===== src/rtl/instr_mem_loadable.sv =====
// -----------------------------------------------------------------------------
// instr_mem_loadable
//
// Instruction memory that is filled by a streaming loader and then serves
// word fetches to a CPU front end. A small FSM (IDLE -> LOADING -> READY)
// controls the phases. Loading ends on a word flagged load_last or when the
// array is full. Fetches are served only in READY, so a read never sees a
// word that is being written on the same edge. A fetch is answered one cycle
// later with the addressed word, or with NOP_WORD plus addr_fault when the
// address is misaligned or points past the loaded program.
//
// Ports
//   clk, rst_n    rising-edge clock, synchronous active-low reset
//   load_start    (re)start a program load, restarting from word 0
//   load_valid    load_data holds a word to write (only used in LOADING)
//   load_data     word to write at the current load pointer
//   load_last     marks the final word of the program
//   load_ready    high in LOADING only
//   load_count    number of words loaded so far
//   mem_ready     high in READY only; fetches are served
//   fetch_en      fetch request
//   fetch_addr    byte address; word index = fetch_addr >> 2
//   hold          pipeline stall: outputs frozen, fetch dropped
//   flush         kill output (takes priority over hold and fetch)
//   instruction   fetched word (NOP_WORD after reset, flush or fault)
//   instr_valid   instruction is valid
//   addr_fault    misaligned or unloaded fetch address
// -----------------------------------------------------------------------------
module instr_mem_loadable #(
  parameter int              WORD_W   = 32,
  parameter int              DEPTH    = 64,
  parameter int              ADDR_W   = 32,
  parameter logic [WORD_W-1:0] NOP_WORD = 32'hE1A00000
) (
  input  logic                         clk,
  input  logic                         rst_n,
  // load side
  input  logic                         load_start,
  input  logic                         load_valid,
  input  logic [WORD_W-1:0]            load_data,
  input  logic                         load_last,
  output logic                         load_ready,
  output logic [$clog2(DEPTH+1)-1:0]   load_count,
  // fetch side
  output logic                         mem_ready,
  input  logic                         fetch_en,
  input  logic [ADDR_W-1:0]            fetch_addr,
  input  logic                         hold,
  input  logic                         flush,
  output logic [WORD_W-1:0]            instruction,
  output logic                         instr_valid,
  output logic                         addr_fault
);

  localparam int CNT_W = $clog2(DEPTH + 1);
  localparam int PTR_W = $clog2(DEPTH);

  typedef enum logic [1:0] {
    S_IDLE,
    S_LOADING,
    S_READY
  } state_e;

  state_e              state_q, state_d;
  // The write pointer always equals the number of words loaded, so a single
  // counter serves as both.
  logic [CNT_W-1:0]    count_q, count_d;
  logic [WORD_W-1:0]   instr_q, instr_d;
  logic                valid_q, valid_d;
  logic                fault_q, fault_d;

  logic [WORD_W-1:0]   mem [DEPTH];
  logic                wr_en;
  logic [PTR_W-1:0]    wr_ptr;
  logic [PTR_W-1:0]    rd_idx;
  logic [ADDR_W-1:0]   idx_w;
  logic [ADDR_W-1:0]   cnt_w;
  logic                bad_addr;
  logic [WORD_W-1:0]   rd_word;

  assign wr_ptr = count_q[PTR_W-1:0];
  assign rd_idx = fetch_addr[PTR_W+1:2];
  assign idx_w  = fetch_addr >> 2;
  assign cnt_w  = ADDR_W'(count_q);
  // Compare the full word index, not just the bits that address the array,
  // so large addresses that would alias into the array still fault.
  assign bad_addr = (fetch_addr[1:0] != 2'b00) || (idx_w >= cnt_w);
  assign rd_word  = mem[rd_idx];

  // Load FSM: load_start wins over everything, discarding a coincident word.
  always_comb begin
    // NOTE: every signal driven here gets a default first, so no path can
    // leave it unassigned and infer a latch.
    state_d = state_q;
    count_d = count_q;
    wr_en   = 1'b0;
    if (load_start) begin
      state_d = S_LOADING;
      count_d = '0;
    end else if (state_q == S_LOADING && load_valid) begin
      wr_en   = 1'b1;
      count_d = count_q + CNT_W'(1);
      if (load_last || count_q == CNT_W'(DEPTH - 1)) begin
        state_d = S_READY;
      end
    end
  end

  // Fetch output path. Priority: flush, load restart, hold, fetch, idle.
  always_comb begin
    instr_d = instr_q;
    valid_d = valid_q;
    fault_d = fault_q;
    if (flush) begin
      instr_d = NOP_WORD;
      valid_d = 1'b0;
      fault_d = 1'b0;
    end else if (load_start) begin
      valid_d = 1'b0;
      fault_d = 1'b0;
    end else if (hold) begin
      // outputs frozen, any fetch this cycle is dropped
    end else if (fetch_en && state_q == S_READY) begin
      valid_d = 1'b1;
      if (bad_addr) begin
        instr_d = NOP_WORD;
        fault_d = 1'b1;
      end else begin
        instr_d = rd_word;
        fault_d = 1'b0;
      end
    end else begin
      // no fetch, or a fetch before the program is loaded
      valid_d = 1'b0;
      fault_d = 1'b0;
    end
  end

  always_ff @(posedge clk) begin
    // NOTE: state flops use non-blocking assignments so every flop samples
    // the pre-edge values regardless of statement order.
    if (!rst_n) begin
      state_q <= S_IDLE;
      count_q <= '0;
      instr_q <= NOP_WORD;
      valid_q <= 1'b0;
      fault_q <= 1'b0;
    end else begin
      state_q <= state_d;
      count_q <= count_d;
      instr_q <= instr_d;
      valid_q <= valid_d;
      fault_q <= fault_d;
    end
  end

  // NOTE: the array has no reset; unwritten words are never returned because
  // any index at or beyond load_count faults. Reset still blocks a write.
  always_ff @(posedge clk) begin
    if (wr_en && rst_n) begin
      mem[wr_ptr] <= load_data;
    end
  end

  assign load_ready  = (state_q == S_LOADING);
  assign mem_ready   = (state_q == S_READY);
  assign load_count  = count_q;
  assign instruction = instr_q;
  assign instr_valid = valid_q;
  assign addr_fault  = fault_q;

endmodule


===== config.mk =====
export PLATFORM = sky130hd
export DESIGN_NAME = instr_mem_loadable
export DESIGN_NICKNAME = d
export VERILOG_FILES = /design/src/rtl/instr_mem_loadable.sv
export SDC_FILE = /design/constraint.sdc
export NUM_CORES = 2
export LEC_CHECK = 0
export ABC_AREA = 1
export CAP_MARGIN = 40
export CORE_MARGIN = 2
export CORE_UTILIZATION = 42
export CTS_CLUSTER_DIAMETER = 200
export CTS_CLUSTER_SIZE = 16
export DETAILED_ROUTE_END_ITERATION = 16
export PLACE_DENSITY = 0.55
export SLEW_MARGIN = 40
export SYNTH_ARGS = -nofsm -noshare
export SYNTH_HDL_FRONTEND = slang
export SYNTH_SLANG_ARGS = --single-unit
export TNS_END_PERCENT = 30

===== constraint.sdc =====
create_clock -name clk -period 4.8 [get_ports clk]
set_input_delay 0.96 -clock clk [delete_from_list [all_inputs] [get_ports clk]]
set_output_delay 0.96 -clock clk [all_outputs]
set_load 0.01 [all_outputs]

==> metrics.yaml <==
route:
  drc_errors: 0
  ant_nets: 0
  via_per_inst: 5.52
  wl_mm: 246
  vias: 54759
  wire_per_inst_um: 24.8
  firstDrtPassIters: 5
  drt_first_iter_violations: 5774
sta:
  worstMarginPinSlew_ns: 0.971
  slew-limit-headroom: 0.353
  rsz0062_at_grt: "no"
  fin_crit_ns: 3.28
  finalCritPeriodShare: 0.683
  fmax_mhz: 305
  setup_viol: 0
  hold_violations: 0
  slew_viol_final: 0
  skew_ns: 0.0344
  fin_setup_tns_ns: 0
synth:
  synth.most_common_cell: "nand2_1"
  synthesis.nets: 7267
  yosys_register_bits: 2091
  yosysSeqAreaShare: 0.733
  yosysUniqueCellTypes: 30
  syn_inst: 7187
  synthArstFlopShare: 0
  post-synth-top-area-cell: "edfxtp_1"
  synth_area_um2: 85100
  synthTopCellsByCount: "nand2_1, edfxtp_1, nand3_1, inv_1, buf_2"
  synth_edf_count: 2048
  syn_avg_cell_area_um2: 11.8
  synth_area_leaders: "edfxtp_1, nand3_1, nand2_1"
  netlist.area_leader.share: 0.722
  ys.warnings.count: 0
  synthFlopType: "edfxtp_1"
die:
  die_area_um2: 206000
  die_h_um: 454
  die_w_um: 454
  fp-row-count: 165
  pin_count: 115
  core_area_um2: 202000
  initial_core_util: 0.422
final_layout:
  final_layout_size_suffix_gt1_frac: 0.0674
  syn_to_final_growth_pct: 9.86
  nNetsFinal: 7267
  fillers: 18233
power_and_ir_drop:
  p_leak_nw: 32.8
  power_density_nw_per_um2: 363
  max-vdd-ir-drop_v: 0.000308
  power_mw: 34.0
place:
  gp_congestion: 0.836
  io_buffers: 114
  post-dp-hpwl_mm: 132
cts:
  cts_hold_buf: 0
  post-cts-setup-buffer-count: 0
  tritoncts: "yes"
  clock-sinks: 2091
  cts_max_level: 4
  clk_latency_ns: 0.81
  cts_max_path_buffers: 3
  numCtsBuffers: 148
  cts.clk_slew.worst_paths_ns: 0.07
  cts-resized-gates: 0
  cts_root_buf: "clkbuf_16"
grt:
  grt_util_all_layers: 0.237
  grt_max_degree: 170
  antenna_found_initial: 7
  grt_pass1_wl_mm: 360
  grt_overflow: 0
  grt_pass1_vias: 52507
worst_setup_path:
  startpoint: "load_count[3]"
  crit-reg2reg-launch: "load_count[3]"
  r2r_end: "mem[12][7]"
  critPathArrivalTime_ns: 3.76
  start_kind: "register"
  cp_max_fo: 16
  timing.reg2reg.setup_slack_ns: 1.52
  cp_data_required_time_ns: 5.29
  rr_worst_depth: 5
  crit_type: "reg2reg"
  end_kind: "register"
  crit_end: "mem[12][7]"
job:
  cap_violations: 0
status:
  status: "complete, no violations"
hold_path:
  min_path_type: "in2reg"
[routing by layer]
| metal | vias up | part of all wire | routed length (um) | global-route usage |
|---|---|---|---|---|
| met4 | 2 | 0.030 | 7400 | 0.0734 |
| met3 | 342 | 0.065 | 16000 | 0.0341 |
| li1 | 25112 | - | - | - |
| met1 | 27505 | 0.43 | 105000 | 0.330 |
| met5 | - | 0.000041 | 10 | 0 |
| met2 | 1798 | 0.48 | 118000 | 0.387 |
[placed cells by master (no fill, tap or decap), types with 3 or more instances in the layout]
| master | synthesis | final |
|---|---|---|
| nand2_1 | 2284 | 2283 |
| edfxtp_1 | 2048 | 2048 |
| nand3_1 | 1928 | 1928 |
| inv_1 | 230 | 228 |
| clkbuf_16 | 0 | 150 |
| buf_4 | 67 | 142 |
| clkdlybuf4s50_1 | 0 | 76 |
| nor2_4 | 1 | 65 |
| buf_12 | 1 | 57 |
| clkbuf_1 | 70 | 51 |
| dfxtp_1 | 43 | 43 |
| a21oi_1 | 39 | 39 |
| nor2_1 | 92 | 28 |
| or2_2 | 25 | 25 |
| buf_2 | 227 | 25 |
| o21ai_0 | 8 | 8 |
| ha_1 | 8 | 8 |
| nor3_1 | 7 | 7 |
| diode_2 | 0 | 6 |
| inv_6 | 0 | 5 |
| buf_8 | 1 | 3 |
[cell families after synthesis]
group | synth area share
AND/OR/NAND/NOR | 0.221
flip-flops | 0.733
buffers and inverters | 0.0420
AO/OA/AOI/OAI | 0.00301
adder cells (fa/ha/maj) | 0.00118
[stage by stage]
stage / worst slack (ns) / utilization / instances / hold slack (ns) / instance area, um^2
after global placement: 0.719 / 0.443 / 9707 / 0.451 / 89400
after global routing: 1.49 / 0.463 / 9917 / 0.343 / 93500
after floorplan: 1.28 / - / 7187 / 0.476 / 85100
final: 1.52 / 0.463 / 9922 / 0.366 / 93500
after detailed placement: 0.909 / 0.443 / 9707 / 0.464 / 89500
after CTS: 1.54 / 0.463 / 9914 / 0.311 / 93500
[worst min path at each step]
stage                                from              end  slack (ns)  cells past startpoint
after floorplan                addr_fault       addr_fault        0.48                      2
after global placement         addr_fault       addr_fault        0.45                      2
after detailed placement  instruction[25]  instruction[25]        0.46                      2
after CTS                   load_data[27]      mem[52][27]        0.31                      1
after global routing        load_data[27]      mem[52][27]        0.34                      1
final                       load_data[27]      mem[53][27]        0.37                      1
[state kept, by name, summed over array words and instances, names as in the netlist]
name	cells
state_q	2
instr_valid	1
instruction	32
mem	2048
load_count	7
addr_fault	1
[worst max-delay path, stage by stage, from the launching register on]
cell and delay [ns]:
dfxtp_1 0.54, inv_1 0.22, nor3_1 0.75, nand2_1 0.48, nor2_4 0.63, buf_4 0.31
[final cells by class]
type                            instances  area, um^2  share of cell area
Inverter                              237         931             0.00995
Clock inverter                          6        58.8            0.000629
Timing Repair Buffer                  306        3190              0.0341
Sequential cell                      2091       62400               0.667
Tap cell                             2672        3340              0.0358
Clock buffer                          201        3950              0.0422
Multi-Input combinational cell       4403       19700               0.210
Antenna cell                            6        15.0            0.000161
[report_power, final]
part	total [mW]	internal (mW)	switching (mW)	leakage (nW)
logic	2.21	0.542	1.66	12.1
registers	20.0	20.0	0.00265	18.7
clock network	11.8	5.71	6.05	1.93
(Power assumes the default switching activity.)
